### src/rtl/trigger_burst_generator.sv
// Trigger burst generator: synchronises an asynchronous trigger level and
// detects its rising edge. Each accepted trigger starts a burst of evenly
// spaced one-cycle sample strobes. Triggers that arrive during a burst are
// queued in a saturating pending counter, with a sticky overflow flag for
// triggers lost while that counter is full.
module trigger_burst_generator #(
    parameter int SYNC_STAGES  = 2,
    parameter int LEN_WIDTH    = 8,
    parameter int PERIOD_WIDTH = 16,
    parameter int PEND_WIDTH   = 4
) (
    input  logic                    clock,
    input  logic                    reset,
    input  logic                    pulseIn,
    input  logic                    enable,
    input  logic [LEN_WIDTH-1:0]    burstLength,
    input  logic [PERIOD_WIDTH-1:0] period,
    input  logic                    clearOverflow,
    output logic                    sampleStrobe,
    output logic                    busy,
    output logic [PEND_WIDTH-1:0]   pending,
    output logic                    overflow,
    output logic [15:0]             triggerCount
);

    // A synchroniser needs at least two flops for metastability settling.
    localparam int SYNC_N = (SYNC_STAGES < 2) ? 2 : SYNC_STAGES;

    localparam logic [PERIOD_WIDTH-1:0] PERIOD_ONE = PERIOD_WIDTH'(1);
    localparam logic [LEN_WIDTH-1:0]    LEN_ONE    = LEN_WIDTH'(1);
    localparam logic [PEND_WIDTH-1:0]   PEND_ONE   = PEND_WIDTH'(1);

    typedef enum logic {IDLE, RUN} state_t;

    // Saturating increment of the pending-trigger queue depth.
    function automatic logic [PEND_WIDTH-1:0] sat_inc(input logic [PEND_WIDTH-1:0] v);
        return (&v) ? v : v + PEND_ONE;
    endfunction

    logic [SYNC_N-1:0] sync_p;
    logic [SYNC_N-1:0] vld_p;
    logic              prev_p;
    logic              armed;
    logic              trig;

    state_t                  state, state_n;
    logic [PERIOD_WIDTH-1:0] timer, timer_n;
    logic [PERIOD_WIDTH-1:0] period_eff, period_eff_n;
    logic [LEN_WIDTH-1:0]    remaining, remaining_n;
    logic [PEND_WIDTH-1:0]   pending_n;
    logic                    overflow_n;
    logic [15:0]             count_n;
    logic                    strobe_n;
    logic                    ovf_event;
    logic                    accept;
    logic                    last_tick;
    logic [PERIOD_WIDTH-1:0] period_ld;

    // Synchroniser chain, then registered edge detector.
    // vld_p marks when the last sync stage holds a genuine post-reset
    // sample. The detector only arms after it has seen that sample low,
    // so a level held high across reset release cannot fire a trigger.
    always_ff @(posedge clock or negedge reset) begin
        if (!reset) begin
            sync_p <= '0;
            vld_p  <= '0;
            prev_p <= 1'b0;
            armed  <= 1'b0;
            trig   <= 1'b0;
        end else begin
            sync_p <= {sync_p[SYNC_N-2:0], pulseIn};
            vld_p  <= {vld_p[SYNC_N-2:0], 1'b1};
            prev_p <= sync_p[SYNC_N-1];
            armed  <= armed | (vld_p[SYNC_N-1] & ~sync_p[SYNC_N-1]);
            trig   <= sync_p[SYNC_N-1] & ~prev_p & armed;
        end
    end

    assign accept    = trig & enable;
    assign period_ld = (period == '0) ? PERIOD_ONE : period;
    assign last_tick = (timer == period_eff - PERIOD_ONE);
    assign busy      = (state == RUN);

    // Next-state and datapath update for the burst sequencer.
    always_comb begin
        state_n      = state;
        timer_n      = timer;
        period_eff_n = period_eff;
        remaining_n  = remaining;
        pending_n    = pending;
        strobe_n     = 1'b0;
        ovf_event    = 1'b0;
        count_n      = accept ? triggerCount + 16'd1 : triggerCount;

        case (state)
            IDLE: begin
                // A zero-length burst only counts the trigger.
                if (accept && (burstLength != '0)) begin
                    state_n      = RUN;
                    remaining_n  = burstLength;
                    period_eff_n = period_ld;
                    timer_n      = '0;
                end
            end
            RUN: begin
                if (!enable) begin
                    state_n     = IDLE;
                    pending_n   = '0;
                    timer_n     = '0;
                    remaining_n = '0;
                end else if (last_tick) begin
                    strobe_n    = 1'b1;
                    timer_n     = '0;
                    remaining_n = remaining - LEN_ONE;
                    if (remaining == LEN_ONE) begin
                        if (accept || (pending != '0)) begin
                            // A trigger landing on the final strobe starts the
                            // next burst directly, so the queue depth is unchanged.
                            if (!accept) begin
                                pending_n = pending - PEND_ONE;
                            end
                            if (burstLength != '0) begin
                                remaining_n  = burstLength;
                                period_eff_n = period_ld;
                            end else begin
                                // Queued bursts of length zero have nothing to emit.
                                state_n   = IDLE;
                                pending_n = '0;
                            end
                        end else begin
                            state_n = IDLE;
                        end
                    end else if (accept) begin
                        ovf_event = &pending;
                        pending_n = sat_inc(pending);
                    end
                end else begin
                    timer_n = timer + PERIOD_ONE;
                    if (accept) begin
                        ovf_event = &pending;
                        pending_n = sat_inc(pending);
                    end
                end
            end
        endcase

        // A new overflow event takes priority over a simultaneous clear.
        overflow_n = ovf_event | (overflow & ~clearOverflow);
    end

    // State and datapath registers.
    always_ff @(posedge clock or negedge reset) begin
        if (!reset) begin
            state        <= IDLE;
            timer        <= '0;
            period_eff   <= PERIOD_ONE;
            remaining    <= '0;
            pending      <= '0;
            overflow     <= 1'b0;
            triggerCount <= '0;
            sampleStrobe <= 1'b0;
        end else begin
            state        <= state_n;
            timer        <= timer_n;
            period_eff   <= period_eff_n;
            remaining    <= remaining_n;
            pending      <= pending_n;
            overflow     <= overflow_n;
            triggerCount <= count_n;
            sampleStrobe <= strobe_n;
        end
    end

endmodule

### config.mk
export PLATFORM = sky130hd
export DESIGN_NAME = trigger_burst_generator
export DESIGN_NICKNAME = d
export VERILOG_FILES = /design/src/rtl/trigger_burst_generator.sv
export SDC_FILE = /design/constraint.sdc
export NUM_CORES = 1
export LEC_CHECK = 0
export ABC_CLOCK_PERIOD_IN_PS = 6200
export CORE_MARGIN = 2
export CORE_UTILIZATION = 58
export CTS_CLUSTER_DIAMETER = 150
export DETAILED_ROUTE_END_ITERATION = 8
export DONT_BUFFER_PORTS = 1
export GPL_TIMING_DRIVEN = 1
export PLACE_DENSITY = 0.86
export REMOVE_ABC_BUFFERS = 1
export SKIP_CTS_REPAIR_TIMING = 1
export SLEW_MARGIN = 5
export SYNTH_ARGS = -nofsm -noshare
export SYNTH_HDL_FRONTEND = slang
export SYNTH_SLANG_ARGS = --single-unit
### constraint.sdc
create_clock -name clock -period 6.2 [get_ports clock]
set_input_delay 1.24 -clock clock [delete_from_list [all_inputs] [get_ports clock]]
set_output_delay 1.24 -clock clock [all_outputs]
set_load 0.02 [all_outputs]
==> metrics.yaml, run 1 <==
antenna_cells: 0
grt_setup_unrepaired: "false"
slew_headroom_pct: 23.3
area_growth_pct: 6.09
ys.warnings.count: 0
worstMarginPinSlew_ps: 1150
cts_tree: "yes"
initial_utilization_pct: 59.9
syn-instance-count: 420
final-setup-viol-count: 0
die_y_um: 87.6
synth_edf_count: 0
gp_congestion: 0.900
dieArea_mm2: 0.00767
slowest_stage: "nand2b_1"
min_period_over_period_pct: 59.7
whs_ps: 361
pre_cts_ws_ps: 2520
clkLatencyLatePin_ps: 350
hold_path.class: "reg -> reg"
slew_viol_final: 0
clock-root-buffer: "clkbuf_8"
yosysSeqAreaShare_pct: 43.3
cts_buffers: 9
detail-route-antenna-nets: 0
stdcell_area_mm2: 0.00430
tns_ps: 0
wl_per_cell_um: 16.7
synthTopCellsByArea: "dfrtp_1 (43%), xnor2_1 (7.6%), nor2_1 (4.1%), mux2_4 (3.3%), nand2_1 (3.2%)"
syn_area_per_cell_um2: 9.64
place_hpwl_um: 6130
synth_area_leader_cell: "dfrtp_1"
rows: 30
clkTransAtPathRegs_ps: 80
maxCapViolations: 0
core-area_mm2: 0.00676
ys.flop_type: "dfrtp_1"
utilization_pct: 63.6
dr.pass1.iters: 5
grt_pass1_vias: 3024
async_reset_ff_share_pct: 100
crit_family: "simple AND/OR/NAND/NOR gates"
layout.nets: 456
slowest_delay_ps: 600
cp-start-kind: "flip-flop"
power-per-cell-area_mw_per_mm2: 301
fillers: 544
crit_required_ps: 6430
period_needed_ps: 3700
finalWirelength_um: 8430
hold_viol_final: 0
cts_max_path_buffers: 2
vias: 3124
io_buffers: 0
grt_start_max_net_pins: 71
fmaxAchievable_mhz: 270
gr-total-overflow: 0
dieWidth_um: 87.6
path_cells: "nor4_1 > nand3_1 > or3_1 > a221o_1 > nor4_2 > a21oi_1 > nand2b_1 > mux2_4"
drc: 0
critical_path_arrival_ps: 3930
outcome: "finished, final reports clean"
ioPinCount: 52
ys_ff_latch: 70
grt_use_total_pct: 23.6
drt-vias-per-instance: 6.20
layout-drive-gt1-share_pct: 9.67
setup_slack_ps: 2500
synth_top_area_share_pct: 42.6
p_leak_nw: 1.86
synth_area_mm2: 0.00405
initialDrtViolationCount: 145
peakVddDrop_mv: 0.152
place_area_mm2: 0.00407
end_kind: "flip-flop"
worst-path-buf-inv: 0
htreeDepth: 3
grt_pass1_wl_um: 14100
cts_num_sinks: 70
path_class: "reg -> reg"
synth_cell_types: 58
antenna_found_initial: 0
finClkSkew_ps: 12.9
path_max_fanout: 16
[cells in the mapped netlist (3+ instances only)]
cell type	n
dfrtp_1	69
nor2_1	44
nand2_1	35
xnor2_1	35
o21ai_0	23
inv_1	19
xor2_1	15
nand3_1	14
a21oi_1	13
nand4_1	13
and3_1	10
nor3_1	10
nor4_1	10
mux2_2	9
mux2_4	9
ha_1	8
clkbuf_1	6
a211oi_1	5
nor3b_1	5
mux2i_1	4
nand2b_1	4
a21o_1	3
a31oi_1	3
buf_2	3
o211ai_1	3
o31ai_1	3
or3_1	3
[area by class of cell]
class,instances,area (µm²),share of cell area (%)
clock buffer,10,138,3.20
clock inverter,6,85.1,1.98
inverter,19,71.3,1.66
multi-input combinational,318,2140,49.8
sequential,70,1750,40.8
tap,80,100,2.33
timing repair buffer,1,7.51,0.175
[flip-flops by register name (all words and copies together) (netlist names)]
register	count
timer	16
remaining	8
pending	4
overflow	1
period_eff	16
busy	1
triggerCount	16
prev_p	1
trig	1
sync_p	2
sampleStrobe	1
vld_p	2
armed	1
[per-stage QoR]
stage,total power [mW],std cells
after global placement,0.873,488
after detailed placement,0.889,488
final,1.29,504
after global routing,1.37,504
after floorplan,0.819,407
after CTS,1.30,504
[cells in the final DEF, fill, tap and decap left out, drive strengths merged, types with 4 or more instances in the layout]
| cell type | netlist | layout |
|---|---|---|
| dfrtp | 69 | 69 |
| a211oi | 5 | 5 |
| nand2b | 4 | 4 |
| ha | 8 | 8 |
| a21oi | 13 | 13 |
| mux2 | 18 | 18 |
| clkbuf | 6 | 10 |
| xor2 | 15 | 15 |
| nand3 | 14 | 14 |
| nor2 | 44 | 44 |
| xnor2 | 35 | 35 |
| and3 | 10 | 10 |
| inv | 19 | 19 |
| nand2 | 35 | 35 |
| mux2i | 4 | 4 |
| nand4 | 13 | 13 |
| nor4 | 12 | 12 |
| o21ai | 25 | 25 |
| nor3b | 5 | 5 |
| nor3 | 10 | 10 |
[kinds of logic after synthesis]
| kind of cell | share of synthesized area (%) |
|---|---|
| AOI/OAI and AO/OA | 11.8 |
| xor gates and xnor gates | 10.8 |
| adders and majority gates | 2.47 |
| buffers and inverters | 3.83 |
| DFF | 43.3 |
| muxes | 6.83 |
| other | 0.0926 |
| and+or+nand+nor | 20.8 |
[worst reg2reg max path: stages, from the launching register on]
cell and delay, ps:
dfrtp_1 530, nor4_1 590, nand3_1 180, or3_1 420, a221o_1 380, nor4_2 270, a21oi_1 100, nand2b_1 600
mux2_4 510
[metal layers]
metal / vias up / wire length, µm / global-route usage (%)
met3: 16 / 475 / 5.28
met1: 1509 / 3760 / 31.6
met5: - / 0 / 0
met4: 0 / 182 / 9.37
met2: 101 / 4020 / 37.3
li1: 1498 / - / -
[where the power goes]
part	internal [mW]	switching, mW	total [mW]
Combinational	0.122	0.126	0.249
Clock	0.236	0.174	0.409
Sequential	0.519	0.117	0.636
[worst paths after layout]
| path | from | end | slack (ps) | depth (start not counted) |
|---|---|---|---|---|
| setup reg to reg | period_eff[3] | period_eff[9] | 2500 | 8 |
| min in group asynchronous | reset | remaining[6] | 570 | 0 |
| setup / recovery | period_eff[3] | period_eff[9] | 2500 | 8 |
| max in group asynchronous | reset | period_eff[0] | 5420 | 0 |
| hold / removal | sync_p[0] | sync_p[1] | 360 | 0 |
| hold reg to reg | sync_p[0] | sync_p[1] | 360 | 0 |
Note: power is estimated with default switching activity, not from simulation.
==> run 2: changes to the inputs <==
--- a/config.mk
+++ b/config.mk
@@ -5,7 +5,7 @@
 export SDC_FILE = /design/constraint.sdc
 export NUM_CORES = 1
 export LEC_CHECK = 0
-export ABC_CLOCK_PERIOD_IN_PS = 6200
+export ABC_CLOCK_PERIOD_IN_PS = 3500
 export CORE_MARGIN = 2
 export CORE_UTILIZATION = 58
 export CTS_CLUSTER_DIAMETER = 150
==> constraint.sdc (replaced) <==
create_clock -name clock -period 3.5 [get_ports clock]
set_input_delay 0.7 -clock clock [delete_from_list [all_inputs] [get_ports clock]]
set_output_delay 0.7 -clock clock [all_outputs]
set_load 0.02 [all_outputs]
==> run 2 against run 1 <==
Cell count increased by 1.4%; clock skew down 5.2 ps; flip-flop and latch count unchanged; first-iteration DRC count increased by 10%; register-to-register slack worse by 2200 ps; critical endpoint is now period_eff[15]; largest cell class unchanged.
==> metrics.yaml, run 2 (synthesized netlist as in run 1, its figures left out) <==
outcome: "finished, final reports clean"
r2r_cells: 11  # +3
cts_max_path_buffers: 2  # unchanged
die_y_um: 87.6  # unchanged
gp_congestion: 0.915  # +1.7%
utilization_pct: 64.0  # +0.44 points
min_period_over_period_pct: 91.7  # +32 points
grt_use_total_pct: 23.9  # +0.31 points
area_growth_pct: 6.83
vias: 3170  # +1.5%
r2r_start: "period_eff[1]"
dr.pass1.iters: 4  # -1
rows: 30  # unchanged
finalWirelength_um: 8580  # +1.7%
cts_num_sinks: 70  # unchanged
dieWidth_um: 87.6  # unchanged
initialDrtViolationCount: 160  # +10%
cts_tree: "yes"
path_cells: "inv_1 > ha_1 > or4b_4 > nor4b_2 > xnor2_1 > or2_1 > nor4_2 > a21oi_1 > nand2b_1 > buf_4 > mux2_4"
drt-vias-per-instance: 6.20  # about the same
grt_setup_unrepaired: "false"
clkLatencyLatePin_ps: 350  # about the same
end_kind: "flip-flop"
tns_ps: 0  # unchanged
place_hpwl_um: 6250  # +2.0%
grt_pass1_vias: 3113  # +2.9%
grt_pass1_wl_um: 14400  # +1.7%
clkTransAtPathRegs_ps: 70  # about the same
hold_viol_final: 0  # unchanged
slew_headroom_pct: 57.4  # +34 points
crit_required_ps: 3730  # -2700 ps
detail-route-antenna-nets: 0  # unchanged
fin_cells: 511  # +1.4%
placed_cells: 495  # +1.4%
grt_start_max_net_pins: 71  # unchanged
slew_viol_final: 0  # unchanged
path_max_fanout: 16  # unchanged
finClkSkew_ps: 7.66  # -5.22 ps
htreeDepth: 3  # unchanged
timing.rr.end: "period_eff[15]"
ioPinCount: 52  # unchanged
cp-start-kind: "flip-flop"
io_buffers: 0  # unchanged
worst-path-buf-inv: 2  # +2
path_class: "reg -> reg"
hold_path.class: "in -> async"
critical_path_arrival_ps: 3440  # -490 ps
peakVddDrop_mv: 0.276  # +82%
antenna_found_initial: 0  # unchanged
p_leak_nw: 1.89  # +1.8%
r2r_slack_ps: 290  # -2210 ps
dieArea_mm2: 0.00767  # unchanged
core-area_mm2: 0.00676  # unchanged
slowest_delay_ps: 540  # -60 ps
slowest_stage: "or4b_4"
layout.nets: 463  # +1.5%
final-setup-viol-count: 0  # unchanged
cts_buffers: 9  # unchanged
initial_utilization_pct: 59.9  # unchanged
clock-root-buffer: "clkbuf_8"
layout-drive-gt1-share_pct: 10.9  # +1.2 points
wl_per_cell_um: 16.8  # +0.30%
crit_family: "simple AND/OR/NAND/NOR gates"
fmaxAchievable_mhz: 312  # +15%
drc: 0  # unchanged
power-per-cell-area_mw_per_mm2: 521  # +73%
mostFrequentLayoutCells: "dfrtp_1 (69), nor2_1 (44), nand2_1 (35), xnor2_1 (35), o21ai_0 (23)"
gr-total-overflow: 0  # unchanged
period_needed_ps: 3210  # -489 ps
worstMarginPinSlew_ps: 633  # -517 ps
final_common_cell: "dfrtp_1"
antenna_cells: 0  # unchanged
maxCapViolations: 0  # unchanged
top_regs: "period_eff x16, timer x16, triggerCount x16"
run 2: layer usage:
| metal | share of wire, % | vias to the layer above | wire [µm] | global-route usage (%) |
|---|---|---|---|---|
| li1 | - | 1508 | - | - |
| met1 | 43 | 1528 | 3650 | 30.5 |
| met2 | 48 | 116 | 4140 | 39.8 |
| met3 | 7.1 | 18 | 613 | 5.56 |
| met4 | 1.9 | 0 | 166 | 8.53 |
| met5 | 0 | - | 0 | 0 |
run 2: report_power, final:
| group | switching (mW) | total [mW] | internal, mW |
|---|---|---|---|
| Clock | 0.294 | 0.659 | 0.364 |
| Combinational | 0.240 | 0.473 | 0.233 |
| Sequential | 0.200 | 1.12 | 0.920 |
| Total | 0.735 | 2.25 | 1.52 |
run 2: worst max-delay path by stage:
| stage | slack (ps) | start | depth (start not counted) | end |
|---|---|---|---|---|
| 2_1_floorplan | 280 | period_eff[1] | 10 | period_eff[10] |
| 3_3_place_gp | 400 | period_eff[1] | 11 | period_eff[15] |
| 3_5_place_dp | 320 | period_eff[1] | 11 | period_eff[15] |
| 4_1_cts | 300 | period_eff[1] | 11 | period_eff[15] |
| 5_1_grt | 50 | period_eff[1] | 11 | period_eff[14] |
| 6_report | 290 | period_eff[1] | 11 | period_eff[15] |
run 2: worst reg2reg max path: stages (launching register included):
cell and delay (ps):
dfrtp_1 430, inv_1 80, ha_1 310, or4b_4 540, nor4b_2 250, xnor2_1 100
or2_1 260, nor4_2 340, a21oi_1 100, nand2b_1 150, buf_4 220, mux2_4 330
run 2: metrics by stage:
| stage | cell area [µm²] | total power, mW | setup WS (ps) | hold WS (ps) |
|---|---|---|---|---|
| after floorplan | 3970 | 1.45 | 277 | 331 |
| after global placement | 4130 | 1.57 | 405 | 333 |
| after detailed placement | 4130 | 1.60 | 321 | 335 |
| after CTS | 4330 | 2.26 | 296 | 20.1 |
| after global routing | 4330 | 2.39 | 50.9 | 19.5 |
| final | 4330 | 2.25 | 290 | 36.4 |
run 2: area by class of cell:
type / count / area, µm²
clock buffers: 12 / 155
clock inverters: 4 / 45.0
fillers: 548 / 2430
inverters: 19 / 71.3
multi-input cells: 318 / 2140
flip-flops and latches: 70 / 1750
well taps: 80 / 100
repair buffers: 8 / 60.1
